**src/rtl/axi_lite_pkg.sv**
```systemverilog
// Shared constants for the AXI4-Lite IP register block: response codes,
// register offsets and CTRL/STATUS bit positions.
package axi_lite_pkg;

  localparam logic [1:0] RespOkay   = 2'b00;
  localparam logic [1:0] RespSlvErr = 2'b10;

  // Register index taken from byte address bits [3:2]
  typedef enum logic [1:0] {
    RegCtrl    = 2'd0,
    RegDataIn  = 2'd1,
    RegStatus  = 2'd2,
    RegDataOut = 2'd3
  } reg_idx_e;

  localparam int unsigned CtrlStartBit      = 0;
  localparam int unsigned CtrlIrqEnBit      = 1;
  localparam int unsigned StatusBusyBit     = 0;
  localparam int unsigned StatusDoneBit     = 1;
  localparam int unsigned StatusStartErrBit = 2;

  function automatic logic [1:0] resp_of(input logic err);
    return err ? RespSlvErr : RespOkay;
  endfunction

endpackage

```
**src/rtl/axi_lite_slave_if.sv**
```systemverilog
// AXI4-Lite slave handshake engine: latches AW and W independently, issues a
// single-cycle write strobe once both are held, and returns a registered read.
module axi_lite_slave_if
  import axi_lite_pkg::*;
#(
  parameter int unsigned ADDR_WIDTH = 8,
  parameter int unsigned DATA_WIDTH = 32
) (
  input  logic                    clk,
  input  logic                    rst_n,
  // AXI write address / data / response
  input  logic [ADDR_WIDTH-1:0]   s_axi_awaddr,
  input  logic                    s_axi_awvalid,
  output logic                    s_axi_awready,
  input  logic [DATA_WIDTH-1:0]   s_axi_wdata,
  input  logic [DATA_WIDTH/8-1:0] s_axi_wstrb,
  input  logic                    s_axi_wvalid,
  output logic                    s_axi_wready,
  output logic [1:0]              s_axi_bresp,
  output logic                    s_axi_bvalid,
  input  logic                    s_axi_bready,
  // AXI read address / data
  input  logic [ADDR_WIDTH-1:0]   s_axi_araddr,
  input  logic                    s_axi_arvalid,
  output logic                    s_axi_arready,
  output logic [DATA_WIDTH-1:0]   s_axi_rdata,
  output logic [1:0]              s_axi_rresp,
  output logic                    s_axi_rvalid,
  input  logic                    s_axi_rready,
  // Register-file side
  output logic                    wr_en_o,
  output logic [ADDR_WIDTH-1:0]   wr_addr_o,
  output logic [DATA_WIDTH-1:0]   wr_data_o,
  output logic [DATA_WIDTH/8-1:0] wr_strb_o,
  input  logic                    wr_err_i,
  output logic                    rd_en_o,
  output logic [ADDR_WIDTH-1:0]   rd_addr_o,
  input  logic [DATA_WIDTH-1:0]   rd_data_i,
  input  logic                    rd_err_i
);

  // Readies stay low while in reset and for the first cycle after its release
  logic                    ready_q;
  logic                    aw_full_q, aw_full_d;
  logic [ADDR_WIDTH-1:0]   awaddr_q, awaddr_d;
  logic                    w_full_q, w_full_d;
  logic [DATA_WIDTH-1:0]   wdata_q, wdata_d;
  logic [DATA_WIDTH/8-1:0] wstrb_q, wstrb_d;
  logic                    bvalid_q, bvalid_d;
  logic [1:0]              bresp_q, bresp_d;
  logic                    rvalid_q, rvalid_d;
  logic [DATA_WIDTH-1:0]   rdata_q, rdata_d;
  logic [1:0]              rresp_q, rresp_d;

  logic aw_hs, w_hs, b_hs, ar_hs, r_hs;

  assign s_axi_awready = ready_q & ~aw_full_q & ~bvalid_q;
  assign s_axi_wready  = ready_q & ~w_full_q & ~bvalid_q;
  assign s_axi_arready = ready_q & ~rvalid_q;
  assign s_axi_bvalid  = bvalid_q;
  assign s_axi_bresp   = bresp_q;
  assign s_axi_rvalid  = rvalid_q;
  assign s_axi_rdata   = rdata_q;
  assign s_axi_rresp   = rresp_q;

  assign aw_hs = s_axi_awvalid & s_axi_awready;
  assign w_hs  = s_axi_wvalid & s_axi_wready;
  assign b_hs  = bvalid_q & s_axi_bready;
  assign ar_hs = s_axi_arvalid & s_axi_arready;
  assign r_hs  = rvalid_q & s_axi_rready;

  // bvalid gates the strobe so a held AW/W pair only updates registers once
  assign wr_en_o   = aw_full_q & w_full_q & ~bvalid_q;
  assign wr_addr_o = awaddr_q;
  assign wr_data_o = wdata_q;
  assign wr_strb_o = wstrb_q;

  // Read address goes straight to the register file; the result is captured below
  assign rd_en_o   = ar_hs;
  assign rd_addr_o = s_axi_araddr;

  // Next-state for the write latches, write response and read response
  always_comb begin
    aw_full_d = aw_full_q;
    awaddr_d  = awaddr_q;
    w_full_d  = w_full_q;
    wdata_d   = wdata_q;
    wstrb_d   = wstrb_q;
    bvalid_d  = bvalid_q;
    bresp_d   = bresp_q;
    rvalid_d  = rvalid_q;
    rdata_d   = rdata_q;
    rresp_d   = rresp_q;

    if (aw_hs) begin
      aw_full_d = 1'b1;
      awaddr_d  = s_axi_awaddr;
    end
    if (w_hs) begin
      w_full_d = 1'b1;
      wdata_d  = s_axi_wdata;
      wstrb_d  = s_axi_wstrb;
    end
    if (wr_en_o) begin
      bvalid_d = 1'b1;
      bresp_d  = resp_of(wr_err_i);
    end
    if (b_hs) begin
      bvalid_d  = 1'b0;
      aw_full_d = 1'b0;
      w_full_d  = 1'b0;
    end

    if (ar_hs) begin
      rvalid_d = 1'b1;
      rdata_d  = rd_data_i;
      rresp_d  = resp_of(rd_err_i);
    end else if (r_hs) begin
      rvalid_d = 1'b0;
    end
  end

  // Handshake state; reset aborts any transaction in flight without a response
  always_ff @(posedge clk or negedge rst_n) begin
    if (!rst_n) begin
      ready_q   <= 1'b0;
      aw_full_q <= 1'b0;
      awaddr_q  <= '0;
      w_full_q  <= 1'b0;
      wdata_q   <= '0;
      wstrb_q   <= '0;
      bvalid_q  <= 1'b0;
      bresp_q   <= RespOkay;
      rvalid_q  <= 1'b0;
      rdata_q   <= '0;
      rresp_q   <= RespOkay;
    end else begin
      ready_q   <= 1'b1;
      aw_full_q <= aw_full_d;
      awaddr_q  <= awaddr_d;
      w_full_q  <= w_full_d;
      wdata_q   <= wdata_d;
      wstrb_q   <= wstrb_d;
      bvalid_q  <= bvalid_d;
      bresp_q   <= bresp_d;
      rvalid_q  <= rvalid_d;
      rdata_q   <= rdata_d;
      rresp_q   <= rresp_d;
    end
  end

endmodule

```
**src/rtl/axi_lite_ip_regs.sv**
```systemverilog
// AXI4-Lite register file in front of the latency-counted compute IP: turns a
// CTRL.START write into a one-cycle ip_enable, tracks busy/done, captures the
// result and drives a level interrupt on completion.
module axi_lite_ip_regs
  import axi_lite_pkg::*;
#(
  parameter int unsigned ADDR_WIDTH = 8,
  parameter int unsigned DATA_WIDTH = 32
) (
  input  logic                    clk,
  input  logic                    rst_n,
  input  logic [ADDR_WIDTH-1:0]   s_axi_awaddr,
  input  logic                    s_axi_awvalid,
  output logic                    s_axi_awready,
  input  logic [DATA_WIDTH-1:0]   s_axi_wdata,
  input  logic [DATA_WIDTH/8-1:0] s_axi_wstrb,
  input  logic                    s_axi_wvalid,
  output logic                    s_axi_wready,
  output logic [1:0]              s_axi_bresp,
  output logic                    s_axi_bvalid,
  input  logic                    s_axi_bready,
  input  logic [ADDR_WIDTH-1:0]   s_axi_araddr,
  input  logic                    s_axi_arvalid,
  output logic                    s_axi_arready,
  output logic [DATA_WIDTH-1:0]   s_axi_rdata,
  output logic [1:0]              s_axi_rresp,
  output logic                    s_axi_rvalid,
  input  logic                    s_axi_rready,
  output logic                    ip_enable,
  output logic [DATA_WIDTH-1:0]   ip_data_in,
  input  logic                    ip_busy,
  input  logic [DATA_WIDTH-1:0]   ip_data_out,
  output logic                    irq
);

  logic                    wr_en;
  logic [ADDR_WIDTH-1:0]   wr_addr;
  logic [DATA_WIDTH-1:0]   wr_data;
  logic [DATA_WIDTH/8-1:0] wr_strb;
  logic                    wr_err;
  logic                    rd_en;
  logic [ADDR_WIDTH-1:0]   rd_addr;
  logic [DATA_WIDTH-1:0]   rd_data;
  logic                    rd_err;

  axi_lite_slave_if #(
    .ADDR_WIDTH(ADDR_WIDTH),
    .DATA_WIDTH(DATA_WIDTH)
  ) u_slave_if (
    .clk          (clk),
    .rst_n        (rst_n),
    .s_axi_awaddr (s_axi_awaddr),
    .s_axi_awvalid(s_axi_awvalid),
    .s_axi_awready(s_axi_awready),
    .s_axi_wdata  (s_axi_wdata),
    .s_axi_wstrb  (s_axi_wstrb),
    .s_axi_wvalid (s_axi_wvalid),
    .s_axi_wready (s_axi_wready),
    .s_axi_bresp  (s_axi_bresp),
    .s_axi_bvalid (s_axi_bvalid),
    .s_axi_bready (s_axi_bready),
    .s_axi_araddr (s_axi_araddr),
    .s_axi_arvalid(s_axi_arvalid),
    .s_axi_arready(s_axi_arready),
    .s_axi_rdata  (s_axi_rdata),
    .s_axi_rresp  (s_axi_rresp),
    .s_axi_rvalid (s_axi_rvalid),
    .s_axi_rready (s_axi_rready),
    .wr_en_o      (wr_en),
    .wr_addr_o    (wr_addr),
    .wr_data_o    (wr_data),
    .wr_strb_o    (wr_strb),
    .wr_err_i     (wr_err),
    .rd_en_o      (rd_en),
    .rd_addr_o    (rd_addr),
    .rd_data_i    (rd_data),
    .rd_err_i     (rd_err)
  );

  // Only the four word-aligned offsets 0x00..0x0C exist; all upper bits must be zero
  function automatic logic addr_hit(input logic [ADDR_WIDTH-1:0] a);
    return (a[1:0] == 2'b00) && ((a >> 4) == '0);
  endfunction

  logic                  irq_en_q, irq_en_d;
  logic [DATA_WIDTH-1:0] data_in_q, data_in_d;
  logic [DATA_WIDTH-1:0] data_out_q, data_out_d;
  logic                  done_q, done_d;
  logic                  start_err_q, start_err_d;
  logic                  busy_q;
  logic                  launch_q, launch_d;
  logic                  ip_enable_q, ip_enable_d;

  reg_idx_e wr_idx, rd_idx;
  logic     wr_ok, wr_lo;
  logic     ctrl_wr, din_wr, status_wr;
  logic     start_req, done_fall, busy_eff;

  assign wr_idx = reg_idx_e'(wr_addr[3:2]);
  assign rd_idx = reg_idx_e'(rd_addr[3:2]);
  assign wr_err = ~addr_hit(wr_addr);
  assign wr_ok  = wr_en & ~wr_err;
  // CTRL and STATUS only act when their single live byte is strobed
  assign wr_lo  = wr_strb[0];

  assign ctrl_wr   = wr_ok && (wr_idx == RegCtrl) && wr_lo;
  assign din_wr    = wr_ok && (wr_idx == RegDataIn);
  assign status_wr = wr_ok && (wr_idx == RegStatus) && wr_lo;
  assign start_req = ctrl_wr && wr_data[CtrlStartBit];

  // launch_q bridges the cycles between ip_enable and the IP reporting busy
  assign busy_eff  = ip_busy | launch_q;
  assign done_fall = busy_q & ~ip_busy;

  assign ip_enable  = ip_enable_q;
  assign ip_data_in = data_in_q;
  assign irq        = done_q & irq_en_q;

  // Register next-state: bus writes, start launch and completion capture
  always_comb begin
    irq_en_d = irq_en_q;
    if (ctrl_wr) begin
      irq_en_d = wr_data[CtrlIrqEnBit];
    end

    data_in_d = data_in_q;
    for (int unsigned b = 0; b < DATA_WIDTH / 8; b++) begin
      if (din_wr && wr_strb[b]) begin
        data_in_d[8*b +: 8] = wr_data[8*b +: 8];
      end
    end

    ip_enable_d = start_req & ~busy_eff;
    launch_d    = ip_enable_d | (launch_q & ~ip_busy);

    // Hardware set wins over a W1C clear landing in the same cycle
    start_err_d = (start_req & busy_eff) |
                  (start_err_q & ~(status_wr & wr_data[StatusStartErrBit]));
    done_d      = done_fall | (done_q & ~(status_wr & wr_data[StatusDoneBit]));
    data_out_d  = done_fall ? ip_data_out : data_out_q;
  end

  // Read mux; sees the current (pre-edge) register values
  always_comb begin
    rd_data = '0;
    rd_err  = 1'b0;
    if (rd_en) begin
      if (!addr_hit(rd_addr)) begin
        rd_err = 1'b1;
      end else begin
        unique case (rd_idx)
          RegCtrl:    rd_data[CtrlIrqEnBit] = irq_en_q;
          RegDataIn:  rd_data = data_in_q;
          RegStatus: begin
            rd_data[StatusBusyBit]     = busy_eff;
            rd_data[StatusDoneBit]     = done_q;
            rd_data[StatusStartErrBit] = start_err_q;
          end
          RegDataOut: rd_data = data_out_q;
        endcase
      end
    end
  end

  // Register state
  always_ff @(posedge clk or negedge rst_n) begin
    if (!rst_n) begin
      irq_en_q    <= 1'b0;
      data_in_q   <= '0;
      data_out_q  <= '0;
      done_q      <= 1'b0;
      start_err_q <= 1'b0;
      busy_q      <= 1'b0;
      launch_q    <= 1'b0;
      ip_enable_q <= 1'b0;
    end else begin
      irq_en_q    <= irq_en_d;
      data_in_q   <= data_in_d;
      data_out_q  <= data_out_d;
      done_q      <= done_d;
      start_err_q <= start_err_d;
      busy_q      <= ip_busy;
      launch_q    <= launch_d;
      ip_enable_q <= ip_enable_d;
    end
  end

endmodule
```
**config.mk**
```make
export PLATFORM = sky130hd
export DESIGN_NAME = axi_lite_ip_regs
export DESIGN_NICKNAME = d
export VERILOG_FILES = /design/src/rtl/axi_lite_pkg.sv /design/src/rtl/axi_lite_slave_if.sv /design/src/rtl/axi_lite_ip_regs.sv
export SDC_FILE = /design/constraint.sdc
export NUM_CORES = 1
export LEC_CHECK = 0
export BUFFER_PORTS_ARGS = -buffer_cell sky130_fd_sc_hd__clkbuf_2
export CORE_ASPECT_RATIO = 0.9
export CORE_UTILIZATION = 50
export DETAILED_ROUTE_END_ITERATION = 12
export GPL_ROUTABILITY_DRIVEN = 1
export GPL_TIMING_DRIVEN = 0
export PLACE_DENSITY_LB_ADDON = 0.12
export SETUP_SLACK_MARGIN = 0.5
export SYNTH_ARGS = -nofsm -noshare
export SYNTH_HDL_FRONTEND = slang
export SYNTH_SLANG_ARGS = --single-unit
```
**constraint.sdc**
```tcl
create_clock -name clk -period 2.4 [get_ports clk]
set_input_delay 0.12 -clock clk [delete_from_list [all_inputs] [get_ports clk]]
set_output_delay 0.12 -clock clk [all_outputs]
set_load 0.05 [all_outputs]
```
Word level (Yosys, flattened, before mapping). Cells that the tools add are included.

Eq/ne operators: 5. Multiplexer cells: 17. Bitwise operators: 34. Reduce and logical (&&, ||, !) cells: 22.

Operators by type and width (count): $pmux W29 S2 (1); $mux W32 (1); $and A1 B1 Y1 (22); $logic_not A8 Y1 (2); $logic_and A1 B1 Y1 (12); $mux W1 (10); $logic_not A2 Y1 (4); $not A1 Y1 (8); $reduce_bool A2 Y1 (4); $eq A2 B2 Y1 const B (3); $pmux W1 S3 (2); $eq A2 B1 Y1 const B (2); $mux W2 (2); $or A1 B1 Y1 (4); $pmux W1 S4 (1).

Register bits: 155. Input port bits: 92. Output and inout bits: 75. Word-level logic and storage cells: 100.

Depth between registers and ports, before layout.
Word-level depth: 9. Mapped depth: 5. Mapped depth without buffers: 3.

By module. Synthesis repeated with hierarchy kept, for this count alone.

Cells, all modules: 444. Area, all modules: 6618.8 um^2.

Modules (own cells, without submodules): axi_lite_slave_if (times used 1, cells each 201, area an instance 3379.5 um^2, seq. area each 2077.0 um^2); axi_lite_ip_regs (times used 1, cells each 243, area an instance 3239.4 um^2, seq. area each 1751.7 um^2).

Least setup slack after synthesis. Ideal clock, no wire load.

Kind: flip-flop to flip-flop. Start: register u_slave_if.bvalid_q (netlist: u_slave_if.s_axi_bvalid). End: register data_in_q[10] (netlist: ip_data_in[10]). Library setup time: 0.125 ns. Data arrival time: 1.989 ns. Data required time: 2.275 ns. Slack: 0.287 ns. Stages on the path, launching flop included: 4. Path buffers: 0. Period minus slack after synthesis: 2.113 ns. Cells stage by stage: dfrtp_1 > nand3b_1 > nor4_4 > mux2_2.

Longest elaborated chain between the ends: 5.

Ends and longest elaborated chain: start: declaration (RTL line axi_lite_slave_if.sv:49) `logic bvalid_q, bvalid_d;`; start signal: assignment (RTL line axi_lite_slave_if.sv:144) `bvalid_q <= bvalid_d;`; $not A1 Y1 (RTL line axi_lite_slave_if.sv:73) `assign wr_en_o = aw_full_q & w_full_q & ~bvalid_q;`; $and A1 B1 Y1 (RTL line axi_lite_slave_if.sv:73); $and A1 B1 Y1 (RTL line axi_lite_ip_regs.sv:102) `assign wr_ok = wr_en & ~wr_err;`; $logic_and A1 B1 Y1 (RTL line axi_lite_ip_regs.sv:107) `assign din_wr = wr_ok && (wr_idx == RegDataIn);`; $logic_and A1 B1 Y1 (RTL line axi_lite_ip_regs.sv:128) `if (din_wr && wr_strb[b]) begin`; end signal: assignment (RTL line axi_lite_ip_regs.sv:178) `data_in_q <= data_in_d;`; end: declaration (RTL line axi_lite_ip_regs.sv:86) `logic [DATA_WIDTH-1:0] data_in_q, data_in_d;`.

No other way between the ends. A chain may end at the register's enable or synchronous reset.

Worst setup path after layout.
Start: register u_slave_if.awaddr_q[0] (netlist: u_slave_if.wr_addr_o[0]). End: register data_in_q[23] (netlist: ip_data_in[23]).

Longest elaborated chain between the ends: 5.

Ends and longest elaborated chain: start: declaration (RTL line axi_lite_slave_if.sv:45) `logic [ADDR_WIDTH-1:0] awaddr_q, awaddr_d;`; start signal: assignment (RTL line axi_lite_slave_if.sv:140) `awaddr_q <= awaddr_d;`; $logic_not A2 Y1 (RTL line axi_lite_ip_regs.sv:82) `return (a[1:0] == 2'b00) && ((a >> 4) == '0);`; $logic_and A1 B1 Y1 (RTL line axi_lite_ip_regs.sv:82); $and A1 B1 Y1 (RTL line axi_lite_ip_regs.sv:102); $logic_and A1 B1 Y1 (RTL line axi_lite_ip_regs.sv:107); $logic_and A1 B1 Y1 (RTL line axi_lite_ip_regs.sv:128).

No other way between the ends.

==> results.json <==
{
  "antenna_found_initial": 0,
  "hold_path.class": "in -> reg",
  "critPathTopFamily": "simple AND/OR/NAND/NOR gates",
  "crit_type": "reg -> reg",
  "final.period_utilization_pct": 79.2,
  "insertion_delay_ps": 430,
  "p_sw_share_pct": 29.4,
  "worst_pin_slew_ps": 916,
  "die_h_um": 108,
  "grt_max_degree": 94,
  "first_global_vias": 4827,
  "final_nets": 807,
  "syn_inst": 442,
  "p_switching_mw": 2.40,
  "grt_pass1_wl_mm": 25.0,
  "setup_violations": 0,
  "cts_tree": "yes",
  "path_buf_inv": 2,
  "path_common_cell": "buf_12",
  "arrival_ps": 2210,
  "powerDensity_nw_per_um2": 912,
  "p_int_mw": 5.76,
  "cp_slowest_cell": "or4_4",
  "clk_path_buf_depth": 2,
  "power_frac_seq_pct": 43.0,
  "clock-root-buffer": "clkbuf_16",
  "ys_ff_latch": 153,
  "fmax_mhz": 526,
  "synth_edf_count": 0,
  "slew_headroom_pct": 39.0,
  "io_buffers": 163,
  "fin_crit_ps": 1900,
  "die-area_um2": 12900,
  "fillCellCount": 829,
  "clk_pin_slew_ps": 60,
  "ys_warn_count": 0,
  "postRouteAntennaNets": 0,
  "synth-seq-area-share_pct": 61.6,
  "combinationalPowerShare_pct": 23.2,
  "max_stage_delay_ps": 550,
  "end_kind": "register",
  "initial_utilization_pct": 51.4,
  "drtPass1Iterations": 4,
  "numCtsBuffers": 17,
  "gp_congestion": 0.767,
  "critPathRequiredTime_ps": 2710,
  "wl_per_cell_um": 17.5,
  "grt_use_total_pct": 26.1,
  "rows": 38,
  "vias_per_cell": 5.09,
  "syn_area_um2": 6210,
  "wl_mm": 15.5,
  "clock_skew_ps": 7.49,
  "regArea_um2": 3830,
  "via_count": 4523,
  "async_flop_share_pct": 100,
  "grt-ovfl-total": 0,
  "die_x_um": 119,
  "hold_violations": 0,
  "antennaDiodeCount": 0,
  "hpwl_mm": 9.98,
  "status": "complete, no violations",
  "maxCapViolCount": 0,
  "crit_chain": "or4_4 -> buf_12 -> nor4_4 -> buf_12 -> mux2_4",
  "p_clk_share_pct": 33.8,
  "multi_input_area_um2": 2410,
  "core_area_um2": 12100,
  "drive_above_1_share_pct": 47.1,
  "yosysUniqueCellTypes": 36,
  "avgSynthCellArea_um2": 14.1,
  "ir_drop_v": 0.000862,
  "synthFlopType": "dfrtp_1",
  "place_ws_ps": 124,
  "drc_errors": 0,
  "cts.sinks": 153,
  "maxSlewViolCount": 0,
  "drt_iter0_markers": 192,
  "syn2layout_area_growth_pct": 44.2,
  "start_kind": "register",
  "crit_fanout": 8,
  "setup_ws_ps": 500,
  "htree_levels": 4,
  "p_leak_nw": 4.34,
  "pin_count": 167,
  "hold_ws_ps": 114,
  "grt_setup_unrepaired": "yes"
}
==> logic make-up (layout without fill, tap and decap cells) <==
| family | after synthesis | in the layout | share of synthesized area [%] |
|---|---|---|---|
| DFF | 153 | 153 | 61.6 |
| muxes | 142 | 142 | 25.3 |
| and+or+nand+nor | 74 | 74 | 7.17 |
| AOI/OAI and AO/OA | 44 | 44 | 3.81 |
| buffers and inverters | 27 | 312 | 1.93 |
| other | 2 | 3 | 0.121 |
==> power by group through the flow <==
stage / registers (mW) / clock network (mW) / logic, mW
6_report: 3.52 / 2.76 / 1.89
5_1_grt: 3.60 / 2.91 / 2.03
4_1_cts: 3.50 / 2.78 / 1.86
3_5_place_dp: 3.53 / 0 / 1.67
3_3_place_gp: 3.49 / 0 / 1.60
2_1_floorplan: 3.71 / 0 / 0.979
==> path summary, 6_finish.rpt <==
| check | from | end | slack, ps | cells after the start |
|---|---|---|---|---|
| worst max-delay path | u_slave_if.wr_addr_o[0] | ip_data_in[23] | 500 | 5 |
| worst min-delay path | s_axi_araddr[2] | u_slave_if.s_axi_rdata[0] | 110 | 3 |
| worst max register to register | u_slave_if.wr_addr_o[0] | ip_data_in[23] | 500 | 5 |
| worst min register to register | u_slave_if.s_axi_rdata[30] | u_slave_if.s_axi_rdata[30] | 480 | 2 |
| max in group asynchronous | rst_n | data_out_q[21] | 1300 | 3 |
| min in group asynchronous | rst_n | data_out_q[4] | 320 | 2 |
==> state kept, by name (all words and copies together) (netlist names) <==
signal                   cells
u_slave_if.aw_full_q         1
u_slave_if.wr_data_o        32
launch_q                     1
irq_en_q                     1
done_q                       1
start_err_q                  1
u_slave_if.s_axi_bvalid      1
busy_q                       1
ip_enable                    1
u_slave_if.s_axi_rresp       1
u_slave_if.wr_addr_o         8
u_slave_if.s_axi_rvalid      1
u_slave_if.wr_strb_o         4
u_slave_if.s_axi_bresp       1
data_out_q                  32
u_slave_if.w_full_q          1
u_slave_if.ready_q           1
ip_data_in                  32
u_slave_if.s_axi_rdata      32
==> per-stage QoR <==
stage	utilization (%)	total power [mW]	setup TNS (ps)	std cells	area (um^2)
floorplan	-	4.68	0	443	6220
global placement	60.0	5.09	-203570	766	7240
detailed placement	60.3	5.20	0	767	7280
CTS	73.8	8.15	0	886	8910
global route	74.2	8.54	0	888	8960
finish	74.2	8.17	0	888	8960
==> what timing repair did <==
item,CTS,global route
cloned,0,0
endpoints found under the setup margin,96,64
hold buffers,80,0
pin swaps,5,6
setup buffers,7,2
hold endpoints to repair,173,0
gates resized for setup,40,12
==> layer usage <==
| metal | wire length (um) | track usage, % |
|---|---|---|
| met5 | 0 | 0 |
| met1 | 6710 | 32.0 |
| met3 | 857 | 7.73 |
| met4 | 274 | 9.46 |
| met2 | 7680 | 43.8 |
==> cell type report <==
class                   instances  share of cell area, %
repair buffers                253                   19.6
well taps                     160                   2.23
clock buffers                  20                   5.21
plain buffers                  23                   1.48
multi-input cells             263                   26.9
flip-flops and latches        153                   42.8
clock inverters                12                   1.65
inverters                       4                  0.168
==> cell usage in the layout (no fill, tap or decap), types with 4 or more instances in the layout <==
master,count
dlygate4sd3_1,80
inv_1,4
nor2_1,7
buf_2,4
nor4_4,5
clkbuf_2,164
buf_4,11
mux2_2,80
o21ai_0,36
clkinvlp_4,5
dfrtp_1,152
clkbuf_8,4
clkinv_2,4
clkbuf_1,9
nand2_1,36
clkbuf_16,17
mux2_4,32
nand3b_1,6
mux2i_1,29
==> worst register-to-register path, cell delays in order, from the launching register on <==
cell	delay (ps)
dfrtp_1	380
or4_4	550
buf_12	170
nor4_4	190
buf_12	190
mux2_4	310
==> cells in the mapped netlist, types with 3 or more instances <==
library cell  number  share of area (%)
clkbuf_1          13               0.79
nor2b_1            3               0.30
buf_2              3               0.24
dfrtp_1          153                 62
mux2_2           110                 20
o21ai_0           36                2.9
nand2_1           36                2.2
nor2_1             7               0.42
inv_1              4               0.24
nor4_4             4                1.4
nand3b_1           6               0.73
mux2i_1           29                4.7
nor4_1             3               0.30
buf_1              4               0.24
No activity file was read; power rests on OpenSTA's default activity.
